--- src/rtl/mc_arb_pkg.sv ---
// Shared types and helpers for the multicast lock arbiter.
package mc_arb_pkg;

    localparam int MAX_PORTS = 16;

    typedef enum logic {
        IDLE = 1'b0,
        XFER = 1'b1
    } in_state_e;

    function automatic int sel_w(input int n);
        return (n <= 2) ? 1 : $clog2(n);
    endfunction

endpackage

--- src/rtl/mc_rr_pick.sv ---
// N-way round-robin picker: one-hot grant of the first request at or after ptr.
module mc_rr_pick
    import mc_arb_pkg::*;
#(
    parameter int N = 4,
    localparam int SEL_W = sel_w(N)
) (
    input  logic [N-1:0]     req,
    input  logic [SEL_W-1:0] ptr,
    output logic [N-1:0]     grant
);

    logic [N-1:0] upper;
    logic [N-1:0] pool;

    // Requests at or above ptr take precedence; otherwise wrap to the lowest index.
    always_comb begin
        logic found;
        upper = '0;
        for (int unsigned i = 0; i < N; i++) begin
            upper[i] = req[i] && (i >= 32'(ptr));
        end
        pool  = (|upper) ? upper : req;
        grant = '0;
        found = 1'b0;
        for (int unsigned i = 0; i < N; i++) begin
            if (!found && pool[i]) begin
                grant[i] = 1'b1;
                found    = 1'b1;
            end
        end
    end

endmodule

--- src/rtl/mc_lock_arbiter.sv ---
// All-or-nothing multicast crossbar arbiter with per-output locking for multi-beat transfers.
// Optional starvation guard enabled by defining MC_ARB_AGE_EN.
module mc_lock_arbiter
    import mc_arb_pkg::*;
#(
    parameter int NUM_PORTS = 4,
    parameter int LEN_W     = 8,
    parameter int AGE_MAX   = 15,
    localparam int SEL_W    = sel_w(NUM_PORTS)
) (
    input  logic                           clk,
    input  logic                           rst_n,
    input  logic [NUM_PORTS-1:0]           req_valid,
    input  logic [NUM_PORTS*NUM_PORTS-1:0] req_dst,
    input  logic [NUM_PORTS*LEN_W-1:0]     req_len,
    output logic [NUM_PORTS-1:0]           req_ready,
    input  logic [NUM_PORTS-1:0]           in_beat,
    output logic [NUM_PORTS-1:0]           in_busy,
    output logic [NUM_PORTS*SEL_W-1:0]     out_sel,
    output logic [NUM_PORTS-1:0]           out_active,
    output logic                           err_zero_dst
);

    localparam int N = NUM_PORTS;
    localparam bit CFG_OK = (N >= 2) && (N <= MAX_PORTS) && (LEN_W >= 1) && (AGE_MAX >= 1);

    if (!CFG_OK) begin : g_bad_config
    end

    in_state_e        state_q [N];
    in_state_e        state_d [N];
    logic [LEN_W-1:0] cnt_q   [N];
    logic [LEN_W-1:0] cnt_d   [N];
    logic [SEL_W-1:0] owner_q [N];
    logic [SEL_W-1:0] owner_d [N];
    logic [SEL_W-1:0] ptr_q   [N];
    logic [SEL_W-1:0] ptr_d   [N];
    logic [N-1:0]     lock_q, lock_d;
    logic             err_q, err_d;

    logic [N-1:0] dst      [N];
    logic [N-1:0] comp_req [N];
    logic [N-1:0] win      [N];
    logic [N-1:0] cand, fin, hs, rsv, urg_oh;

    always_comb begin
        for (int unsigned i = 0; i < N; i++) begin
            dst[i]  = req_dst[i*N +: N];
            cand[i] = req_valid[i] && (state_q[i] == IDLE);
            fin[i]  = (state_q[i] == XFER) && in_beat[i] && (cnt_q[i] == '0);
        end
    end

`ifdef MC_ARB_AGE_EN
    localparam int AGE_W = $clog2(AGE_MAX + 1);

    logic [AGE_W-1:0] age_q [N];
    logic [AGE_W-1:0] age_d [N];

    // Lowest-indexed urgent input reserves every free output in its mask.
    always_comb begin
        logic any;
        any    = 1'b0;
        urg_oh = '0;
        rsv    = '0;
        for (int unsigned i = 0; i < N; i++) begin
            if (!any && cand[i] && (age_q[i] == AGE_W'(AGE_MAX))) begin
                any       = 1'b1;
                urg_oh[i] = 1'b1;
                rsv       = dst[i] & ~lock_q;
            end
        end
    end

    always_comb begin
        for (int unsigned i = 0; i < N; i++) begin
            age_d[i] = age_q[i];
            if (!req_valid[i] || hs[i]) begin
                age_d[i] = '0;
            end else if (cand[i] && (age_q[i] != AGE_W'(AGE_MAX))) begin
                age_d[i] = age_q[i] + AGE_W'(1);
            end
        end
    end

    always_ff @(posedge clk or negedge rst_n) begin
        if (!rst_n) begin
            for (int unsigned i = 0; i < N; i++) age_q[i] <= '0;
        end else begin
            age_q <= age_d;
        end
    end
`else
    assign urg_oh = '0;
    assign rsv    = '0;
`endif

    always_comb begin
        for (int unsigned o = 0; o < N; o++) begin
            for (int unsigned i = 0; i < N; i++) begin
                comp_req[o][i] = cand[i] && dst[i][o] && !lock_q[o] && (!rsv[o] || urg_oh[i]);
            end
        end
    end

    for (genvar o = 0; o < N; o++) begin : g_pick
        mc_rr_pick #(.N(N)) u_pick (
            .req   (comp_req[o]),
            .ptr   (ptr_q[o]),
            .grant (win[o])
        );
    end

    // A candidate is ready only if it won every output in its mask (empty mask: vacuously).
    always_comb begin
        for (int unsigned i = 0; i < N; i++) begin
            req_ready[i] = cand[i];
            for (int unsigned o = 0; o < N; o++) begin
                if (dst[i][o] && !win[o][i]) req_ready[i] = 1'b0;
            end
        end
    end

    assign hs = req_valid & req_ready;

    always_comb begin
        state_d = state_q;
        cnt_d   = cnt_q;
        owner_d = owner_q;
        ptr_d   = ptr_q;
        lock_d  = lock_q;
        err_d   = err_q;
        for (int unsigned i = 0; i < N; i++) begin
            case (state_q[i])
                IDLE: begin
                    if (hs[i]) begin
                        if (|dst[i]) begin
                            state_d[i] = XFER;
                            cnt_d[i]   = req_len[i*LEN_W +: LEN_W];
                        end else begin
                            err_d = 1'b1;
                        end
                    end
                end
                XFER: begin
                    if (in_beat[i]) begin
                        if (cnt_q[i] == '0) state_d[i] = IDLE;
                        else                cnt_d[i]   = cnt_q[i] - LEN_W'(1);
                    end
                end
                default: state_d[i] = IDLE;
            endcase
        end
        for (int unsigned o = 0; o < N; o++) begin
            for (int unsigned i = 0; i < N; i++) begin
                if (lock_q[o] && (owner_q[o] == SEL_W'(i)) && fin[i]) begin
                    lock_d[o]  = 1'b0;
                    owner_d[o] = '0;
                end
                if (hs[i] && dst[i][o]) begin
                    lock_d[o]  = 1'b1;
                    owner_d[o] = SEL_W'(i);
                    ptr_d[o]   = SEL_W'((i + 1) % N);
                end
            end
        end
    end

    always_ff @(posedge clk or negedge rst_n) begin
        if (!rst_n) begin
            for (int unsigned i = 0; i < N; i++) begin
                state_q[i] <= IDLE;
                cnt_q[i]   <= '0;
                owner_q[i] <= '0;
                ptr_q[i]   <= '0;
            end
            lock_q <= '0;
            err_q  <= 1'b0;
        end else begin
            state_q <= state_d;
            cnt_q   <= cnt_d;
            owner_q <= owner_d;
            ptr_q   <= ptr_d;
            lock_q  <= lock_d;
            err_q   <= err_d;
        end
    end

    always_comb begin
        for (int unsigned i = 0; i < N; i++) begin
            in_busy[i]                  = (state_q[i] == XFER);
            out_sel[i*SEL_W +: SEL_W]   = owner_q[i];
        end
    end

    assign out_active   = lock_q;
    assign err_zero_dst = err_q;

endmodule

--- config.mk ---
export PLATFORM = sky130hd
export DESIGN_NAME = mc_lock_arbiter
export DESIGN_NICKNAME = d
export VERILOG_FILES = /design/src/rtl/mc_arb_pkg.sv /design/src/rtl/mc_rr_pick.sv /design/src/rtl/mc_lock_arbiter.sv
export SDC_FILE = /design/constraint.sdc
export NUM_CORES = 1
export LEC_CHECK = 0
export ABC_AREA = 1
export CORE_AREA = 2 2 98 100
export CTS_CLUSTER_SIZE = 28
export DETAILED_ROUTE_END_ITERATION = 10
export DIE_AREA = 0 0 100 102
export PLACE_DENSITY = 0.75
export SLEW_MARGIN = 20
export SYNTH_ARGS = -nofsm -noshare
export SYNTH_HDL_FRONTEND = slang
export SYNTH_SLANG_ARGS = --single-unit
--- constraint.sdc ---
create_clock -name clk -period 3.3 [get_ports clk]
set_clock_uncertainty 0.2 [all_clocks]
set_input_delay 0.33 -clock clk [delete_from_list [all_inputs] [get_ports clk]]
set_output_delay 0.33 -clock clk [all_outputs]
set_load 0.02 [all_outputs]
==> impl_metrics.env <==
export IMPL_outcome="finished clean"
export IMPL_drtAntennaViolNets=0
export IMPL_p_comb_share_pct=53.6
export IMPL_synth_fp_nets=726
export IMPL_layout_commonest_cell="nand2_1"
export IMPL_synth_xor_area_share_pct=3.15
export IMPL_p_seq_share_pct=31.1
export IMPL_crit_type="flop to output port"
export IMPL_clockBufferDepth=2
export IMPL_synth_warnings=0
export IMPL_ys_ff_latch=57
export IMPL_cts_tree="yes"
export IMPL_mostFrequentLayoutCells="203 x nand2_1, 92 x inv_1, 75 x clkdlybuf4s50_1, 63 x nor2_1, 53 x dfrtp_1"
export IMPL_yosys_area_share_simple_pct=41.2
export IMPL_grt_total_usage_pct=25.1
export IMPL_route_detailed_drc=0
export IMPL_min_period_ns=3.18
export IMPL_switching_share_pct=47.1
export IMPL_clkPwrFrac_pct=15.3
export IMPL_slew_viol_final=0
export IMPL_rows=35
export IMPL_cp_required_ns=2.77
export IMPL_fin_crit_sh_pct=96.3
export IMPL_cts_inserted_buffers=9
export IMPL_path_cells="inv_1, nand3_1, nand2_1, o21ai_0, nand2_1, o21ai_0, nand4_1, inv_2, clkdlybuf4s50_1"
export IMPL_cp_end_kind="output port"
export IMPL_placed_cells=852
export IMPL_peakVddDrop_mv=0.372
export IMPL_start_util_pct=48.8
export IMPL_core_sq_um=9110
export IMPL_clock_fmax_ghz=0.315
export IMPL_grt_overflow=0
export IMPL_internal_power_mw=2.45
export IMPL_setup_violations=0
export IMPL_areaGrowthSynthToFinish_pct=26.0
export IMPL_grt_max_degree=33
export IMPL_synthAdderAreaFrac_pct=1.13
export IMPL_max_cap_violations=0
export IMPL_finalSetupTns_ns=0
export IMPL_die_y_um=102
export IMPL_die_area_sq_um=10200
export IMPL_critPathArrivalTime_ns=2.65
export IMPL_antenna_found_initial=0
export IMPL_rsz0062_at_grt="false"
export IMPL_cts_root_buf="clkbuf_8"
export IMPL_drt_wl_total_mm=12.3
export IMPL_final_hold_violation_count=0
export IMPL_num_vias=4651
export IMPL_total_power_mw=4.63
export IMPL_grt_pass1_wl_mm=20.4
export IMPL_netlist_instances=664
export IMPL_min_path_type="flop to flop"
export IMPL_chipWidth_um=100
export IMPL_cts_sinks=57
export IMPL_synth_area_sq_um=4440
export IMPL_io_buffers=78
export IMPL_fin_cells=870
export IMPL_syn_avg_cell_area_sq_um=6.69
export IMPL_place_congestion=1.06
export IMPL_ioPinCount=79
export IMPL_worst_path_max_fanout=10
export IMPL_clk_pin_slew_ns=0.07
export IMPL_worstMarginPinSlew_ns=0.746
export IMPL_slowest_stage="clkdlybuf4s50_1"
export IMPL_slew_limit_headroom_pct=49.9
export IMPL_seq_area_frac_synth_pct=32.1
export IMPL_leakage_nw=2.85
export IMPL_n_antenna_cell=0
export IMPL_wl_per_cell_um=14.1
export IMPL_slowest_delay_ns=0.62
export IMPL_p_per_area_nw_per_um2=826
export IMPL_place_detailed_hpwl_mm=9.67
export IMPL_clkLatencyLatePin_ns=0.35
export IMPL_drive_above_1_share_pct=10.8
export IMPL_grt_pass1_vias=4489
export IMPL_drtPass1Iterations=6
export IMPL_htreeDepth=3
export IMPL_synth_top_family_by_area="simple AND/OR/NAND/NOR gates"
export IMPL_viasPerCell=5.35
export IMPL_p_sw_mw=2.18
export IMPL_fin_nets=817
export IMPL_synth_compound_area_share_pct=11.2
export IMPL_crit_path_start_kind="flop"
export IMPL_ys_types=42
export IMPL_synthMuxAreaShare_pct=0.450
export IMPL_drt_initial_drc_count=319
[stage by stage]
step | hold WS (ns) | worst slack, ns | util [%] | cell area [sq um]
floorplan | -0.166 | 0.940 | - | 4440
CTS | 0.284 | 0.0698 | 61.2 | 5580
finish | 0.292 | 0.123 | 61.5 | 5600
detailed placement | 0.224 | 0.140 | 58.8 | 5350
global placement | 0.232 | 0.182 | 58.8 | 5350
global route | 0.337 | 0.0333 | 61.5 | 5600
[registers in the layout (all words and copies together) (netlist names)]
| name | flops |
|---|---|
| ptr_q | 8 |
| cnt_q | 32 |
| out_active | 4 |
| out_sel | 8 |
| err_zero_dst | 1 |
| in_busy | 4 |
[cells in the mapped netlist (all sizes together)]
cell type  count  area [sq um]
nand2        217           873
and2           1          6.26
xor2          10          87.6
xnor2          6          52.6
nor2          74           368
inv           98           375
a21boi         1          7.51
or2            1          6.26
nand4         25           156
a31oi          1          6.26
buf            9          82.6
o21ai         56           310
a21oi         10          50.1
clkinv         1          3.75
ha             4          50.1
mux2i          2          20.0
o21a           2          22.5
nor4           6          37.5
o21bai         1          18.8
o31ai         10          75.1
clkbuf         4          15.0
nor3          18          90.1
and3           1          6.26
nand3         48           288
o2111ai        1          8.76
dfrtp         57          1430
[worst max-delay path, delay by kind of cell (launching register included)]
family                 cells  cell delay (ns)
buffers and inverters      3             0.86
AND/OR/NAND/NOR            4             0.58
flip-flops                 1             0.57
AO/OA/AOI/OAI              2             0.28
[layout make-up]
class / count / area [sq um]
clock buffer: 13 / 179
clock inverter: 2 / 35.0
fill: 848 / 3510
inverter: 99 / 379
multi-input combinational: 495 / 2540
sequential: 57 / 1430
tap: 111 / 139
timing repair buffer: 93 / 896
[metal layers]
metal | up-vias | share of wire [%] | global-route usage [%]
met5 | - | 0 | 0
met4 | 0 | 2.5 | 9.06
met3 | 30 | 6.7 | 4.99
met2 | 160 | 49 | 43.7
met1 | 2141 | 42 | 31.0
li1 | 2320 | - | -
[what timing repair did]
item                       in CTS  in global routing
gates resized for setup         1                  5
setup buffers                   0                  2
hold endpoints to repair       30                  0
pin swaps                       0                  0
setup endpoints to repair       1                  3
hold buffers                    1                  0
[cells by family after synthesis]
group,after synthesis
AO/OA/AOI/OAI,82
multiplexers,2
adder cells (fa/ha/maj),4
flip-flops,57
AND/OR/NAND/NOR,391
XOR/XNOR,16
buffers and inverters,112
[final timing paths]
check / start / end / slack [ns] / depth (start not counted)
worst max-delay path: out_active[1] / req_ready[0] / 0.12 / 9
worst min-delay path: cnt_q[23] / cnt_q[23] / 0.29 / 2
worst max register to register: out_active[1] / out_active[0] / 0.66 / 16
worst min register to register: cnt_q[23] / cnt_q[23] / 0.29 / 2
max in group asynchronous: rst_n / in_busy[3] / 1.83 / 3
min in group asynchronous: rst_n / cnt_q[2] / 0.37 / 2
[power groups by stage]
stage / sequential [mW] / combinational, mW / clock, mW
global route: 1.49 / 2.81 / 0.747
finish: 1.44 / 2.48 / 0.706
detailed placement: 1.45 / 2.45 / 0
global placement: 1.43 / 2.37 / 0
CTS: 1.44 / 2.46 / 0.715
floorplan: 1.41 / 1.79 / 0
Power figures use the tool's default switching activity.
==> patch 1: new RTL, config.mk and constraints unchanged <==
The option `MC_ARB_AGE_EN` is turned on by a define.
--- a/src/rtl/mc_lock_arbiter.sv
+++ b/src/rtl/mc_lock_arbiter.sv
@@ -1,5 +1,7 @@
 // All-or-nothing multicast crossbar arbiter with per-output locking for multi-beat transfers.
 // Optional starvation guard enabled by defining MC_ARB_AGE_EN.
+`define MC_ARB_AGE_EN
+
 module mc_lock_arbiter
     import mc_arb_pkg::*;
 #(
Check against the original RTL: not settled (the Yosys comparison gave no result); the edit may change what the design does.
==> patch 1 against the unedited design <==
  * The run now ends with setup timing left
  * Sequential cell count up 16
  * Cell area up 46%
  * Routed wire length up 80%
  * Setup slack worse by 0.37 ns
  * Largest cell class unchanged
  * Synthesized area up 28%
  * Total power up 26%
==> patch 1: results (changes against the unedited design) <==
- VDD IR max: 599 uV (+61%)
- Slowest CP cell: dfrtp_1
- Grt met1 use: 0.430 (+0.120)
- Synth Area in Adders: 0.0175 (+0.00628)
- Placed cells: 1,084 (+27%)
- Mux cell area share after synthesis: 0.0175 (+0.0130)
- Met3 routed WL: 2030 um (+150%)
- Leakage: 4.06 nW (+42%)
- Status: complete, but fails checks
- Failing checks: setup timing
- Final setup fails: 40 (+40)
- Xor/xnor share of the synthesized area: 0.0399 (+0.00837)
- Post-Syn Instances: 798 (+20%)
- DRT Pass-1 Iters: 8 (+2)
- Hold wc startpoint: cnt_q[17]$_DFFE_PN0P_
- Met2 GRT Util: 0.649 (+0.212)
- Synth Area in Compound Gates: 0.102 (-0.0108)
- GRT Util Overall: 0.361 (+0.110)
- Wire length on met2: 10,700 um (+78%)
- Worst slew margin: 0.337 (-0.162)
- Reg2Reg Setup Slack: -0.16 ns (-0.82 ns)
- CP max FO: 5 (-5)
- Hold Path End: cnt_q[17]$_DFFE_PN0P_
- Final WS setup: -0.249 ns (-0.372 ns)
- HPWL after detailed placement: 13,100 um (+36%)
- Netlist cell types: 43 (+2.4%)
- Critical Path Max Stage Delay: 0.44 ns (-0.18 ns)
- Post-DR wirelength/cell: 19.7 um (+39%)
- R2R cell count: 21 (+5)
- First-pass GRT wire length: 29,200 um (+44%)
- Arrival time of the worst setup path: 3.02 ns (+0.37 ns)
- Largest net degree at the start of global routing: 74 (+120%)
- Commonest cells post-synth: 244 x nand2_1, 88 x inv_1, 73 x dfrtp_1, 69 x nand3_1, 64 x nor2_1
- Routed metal-1 wirelength: 7690 um (+49%)
- Layout cells sized above 1: 0.317 (+0.208)
- FF-to-FF Start: age_q[8]$_DFFE_PN0P_
- Post-synth net total: 864 (+19%)
- CTS clk-pin slew, worst paths: 0.09 ns (+0.02 ns)
==> patch 1: changes by cell type after synthesis, sizes merged, moves of 9 or more <==
cell and delta:
dfrtp +16, nand2 +56, nand3 +29, o31ai -10, xor2 +9
==> patch 1: logic make-up (layout without fill, tap and decap cells) <==
| logic type | Yosys count | after routing |
|---|---|---|
| mux | 10 | 10 |
| flops | 73 | 73 |
| fa+ha+maj | 8 | 8 |
| buf+inv | 110 | 321 |
| simple gates | 488 | 490 |
| xor+xnor | 26 | 26 |
| compound gates | 83 | 83 |
==> patch 1: power by group <==
part	leakage [nW]	total [W]	switching (W)	internal (W)
combinational	3.04	0.00330	0.00199	0.00130
clock	0.107	0.000825	0.000396	0.000429
sequential	0.918	0.00169	0.000436	0.00125
total	4.06	0.00581	0.00282	0.00299
==> patch 1: per-stage QoR <==
step / hold WS [ns] / power, W / worst slack (ns) / util / area (um2)
2_1_floorplan: -0.166 / 0.00348 / 0.337 / - / 5710
3_3_place_gp: 0.293 / 0.00423 / -0.379 / 0.805 / 7330
3_5_place_dp: 0.319 / 0.00442 / -0.460 / 0.805 / 7330
4_1_cts: 0.338 / 0.00528 / -0.0443 / 0.845 / 7700
5_1_grt: 0.371 / 0.00607 / -0.400 / 0.901 / 8200
6_report: 0.355 / 0.00581 / -0.249 / 0.901 / 8200
==> patch 1: repair_timing <==
action                     CTS  global route
setup buffers                6            14
resized for setup           44            88
hold endpoints to repair    73             0
hold buffers                 1             0
pin swaps                   15            61
gates cloned                 0             3
setup endpoints to repair   13            59
==> patch 1: how the worst max path moves through the flow <==
stage	start	to	slack (ns)	cells past startpoint
6_report	age_q[8]$_DFFE_PN0P_	req_ready[3]	-0.25	18
5_1_grt	age_q[13]$_DFFE_PN0P_	req_ready[3]	-0.40	21
4_1_cts	age_q[9]$_DFFE_PN0P_	req_ready[1]	-0.04	19
3_5_place_dp	req_valid[0]	req_ready[1]	-0.46	21
3_3_place_gp	req_valid[0]	req_ready[1]	-0.38	21
2_1_floorplan	in_busy[1]$_DFF_PN0_	cnt_q[15]$_DFFE_PN0P_	0.34	24
==> patch 1: final cells by class <==
type	instances	area [um2]
tap	111	139
fill	400	906
clock inverter	6	90.1
clock buffer	10	128
multi-input combinational	617	3840
inverter	102	403
sequential	73	1830
timing repair buffer	203	1780
==> patch 1: worst reg2reg max path: stages, from the launching register on <==
cell     delay, ns
dfrtp_1       0.44
ha_4          0.19
nand3_4       0.09
nor2_4        0.24
nor2_4        0.11
buf_6         0.15
nand3_2       0.08
nand4_1       0.17
nand3_2       0.14
nand2_2       0.09
o21ai_1       0.15
nand2_1       0.14
inv_1         0.08
nand2_1       0.05
nand2_1       0.06
nand2_1       0.07
inv_2         0.09
nand2_4       0.07
buf_6         0.12
o21ai_4       0.30
nand2_4       0.17
o21ai_2       0.18
==> patch 2: new RTL, config.mk and constraints unchanged <==
Made on the original files. Put one more register stage on the output `err_zero_dst`, without a reset. The value now appears one clock later. The other outputs are not delayed to match.
--- a/src/rtl/mc_lock_arbiter.sv
+++ b/src/rtl/mc_lock_arbiter.sv
@@ -194,7 +194,9 @@
     end
 
     assign out_active   = lock_q;
-    assign err_zero_dst = err_q;
+    always_ff @(posedge clk) begin
+        err_zero_dst <= err_q;
+    end
 
 endmodule
 
Check against the original RTL: not equivalent (a bounded check fails within 4 cycles, from zero or initial values and one cycle with rst_n low).
==> patch 2 against the unedited design <==
  * Critical path type is now input port to output port
  * Critical endpoint unchanged
  * Routed wire length decreased by 3.7%
  * Utilization rose by 0.069 points
  * Sequential share of layout area grew 0.31 points
  * Via count shrank 2.5%
  * Critical path depth increased by 2
  * Total power down 2.5%
  * Setup slack better by 0.13 ns
  * Cell area is 0.11% higher
  * Synthesized cell count decreased by 0.60%
  * Sequential cell count up 1
  * Largest power group unchanged
  * Synthesized area up 0.48%
==> patch 2: results (changes against the unedited design) <==
- Status: completed
- Commonest cells post-synth: 197 x nand2_1, 100 x inv_1, 57 x dfrtp_1, 54 x nor2_1, 46 x nand3_1
- Nets: 812 (-0.61%)
- CP max FO: 7 (-3)
- Fill count: 842 (-0.71%)
- Reg2Reg Setup Slack: 0.56 ns (-0.10 ns)
- HPWL after detailed placement: 9110 um (-5.8%)
- Post-synth net total: 722 (-0.55%)
- R2R cell count: 13 (-3)
- Layout cells sized above 1: 0.103 (-0.00459)
- Leakage: 2.87 nW (+0.59%)
- Final worst-path cycle share: 0.923 (-0.0403)
- Largest net degree at the start of global routing: 31 (-6.1%)
- 1st-iter DRT viols: 255 (-20%)
- Worst setup path startpoint: req_valid[2]
- RD Place Congestion: 0.955 (-10%)
- FF-to-FF Start: in_busy[2]$_DFF_PN0_
- Vias in the first global route: 4,286 (-4.5%)
- First-pass GRT wire length: 20,200 um (-0.92%)
- VDD IR max: 350 uV (-5.9%)
- GRT Util Overall: 0.248 (-0.00240)
- Post-DR wirelength/cell: 13.7 um (-3.2%)
- Netlist cell types: 40 (-4.8%)
- Main synth FF type: dfrtp_1
- Worst reg2reg path endpoint: cnt_q[12]$_DFFE_PN0P_
- Seq/Total Area, Yosys: 0.324 (+0.00295)
- Area share of the largest cell type after synthesis: 0.319 (-0.00153)
- Synth async-reset ratio: 0.983 (-0.0172)
- Arrival time of the worst setup path: 2.51 ns (-0.14 ns)
- Sw Share: 0.461 (-0.00993)
- DRT Pass-1 Iters: 5 (-1)
- Worst slew margin: 0.537 (+0.0377)
- Synth top area cells: dfrtp_1 32%, nand2_1 17%, inv_1 8.4%
- Worst slack at placement: 0.181 ns (+0.0412 ns)
-- patch 2: timing repair --
item                                    4_1_cts  5_1_grt
endpoints found under the setup margin        0        3
gates resized for setup                       0        6
endpoints found under the hold margin        29        0
hold buffers                                  1        0
-- patch 2: cells by family (layout without fill, tap and decap cells) --
| logic type | Yosys count | count (layout) | synth area share |
|---|---|---|---|
| compound gates | 89 | 89 | 0.129 |
| xor+xnor | 15 | 15 | 0.0294 |
| fa+ha+maj | 4 | 4 | 0.0112 |
| buf+inv | 115 | 209 | 0.110 |
| flops | 58 | 58 | 0.324 |
| mux | 3 | 3 | 0.00672 |
| simple gates | 376 | 376 | 0.390 |
-- patch 2: final cells by class --
type | instances | area, um2 | share of cell area
multi-input combinational | 487 | 2530 | 0.451
tap | 111 | 139 | 0.0248
sequential | 58 | 1450 | 0.259
inverter | 104 | 395 | 0.0705
clock inverter | 2 | 35.0 | 0.00625
timing repair buffer | 90 | 888 | 0.158
clock buffer | 13 | 169 | 0.0301
-- patch 2: through the flow --
stage,area (um2),std cells,power (W)
2_1_floorplan,4470,660,0.00320
3_3_place_gp,5380,849,0.00375
3_5_place_dp,5380,849,0.00382
4_1_cts,5600,865,0.00453
5_1_grt,5610,865,0.00496
6_report,5610,865,0.00451
-- patch 2: layer usage --
metal | global-route usage | vias up | part of all wire | wire, um
met5 | 0 | - | 0 | 0
met4 | 0.0906 | 0 | 0.020 | 241
met3 | 0.0404 | 23 | 0.061 | 722
met2 | 0.393 | 152 | 0.45 | 5320
met1 | 0.345 | 2044 | 0.47 | 5550
li1 | - | 2315 | - | -
-- patch 2: power groups by stage --
stage	Combinational, W	Clock, W	Sequential [W]
after global placement	0.00231	0	0.00144
after detailed placement	0.00237	0	0.00145
final	0.00237	0.000692	0.00145
after CTS	0.00239	0.000702	0.00144
after floorplan	0.00177	0	0.00142
after global routing	0.00270	0.000737	0.00152
-- patch 2: how the worst min path moves through the flow --
stage	startpoint	end	slack [ns]	cells past startpoint
6_report	err_q$_DFF_PN0_	err_zero_dst$_DFF_P_	0.17	0
5_1_grt	err_q$_DFF_PN0_	err_zero_dst$_DFF_P_	0.20	0
4_1_cts	err_q$_DFF_PN0_	err_zero_dst$_DFF_P_	0.17	0
3_5_place_dp	err_q$_DFF_PN0_	err_zero_dst$_DFF_P_	0.16	0
3_3_place_gp	err_q$_DFF_PN0_	err_zero_dst$_DFF_P_	0.16	0
2_1_floorplan	rst_n	cnt_q[0]$_DFFE_PN0P_	-0.17	0
-- patch 2: worst max-delay path: stages --
cell and delay (ns):
clkdlybuf4s50_1 0.44, inv_1 0.16, nor2_8 0.06, nand3_1 0.10, nand2_1 0.10, o21bai_1 0.16
nand2_1 0.13, nand2_1 0.10, nand2_2 0.06, nor2_4 0.20, clkdlybuf4s50_1 0.66
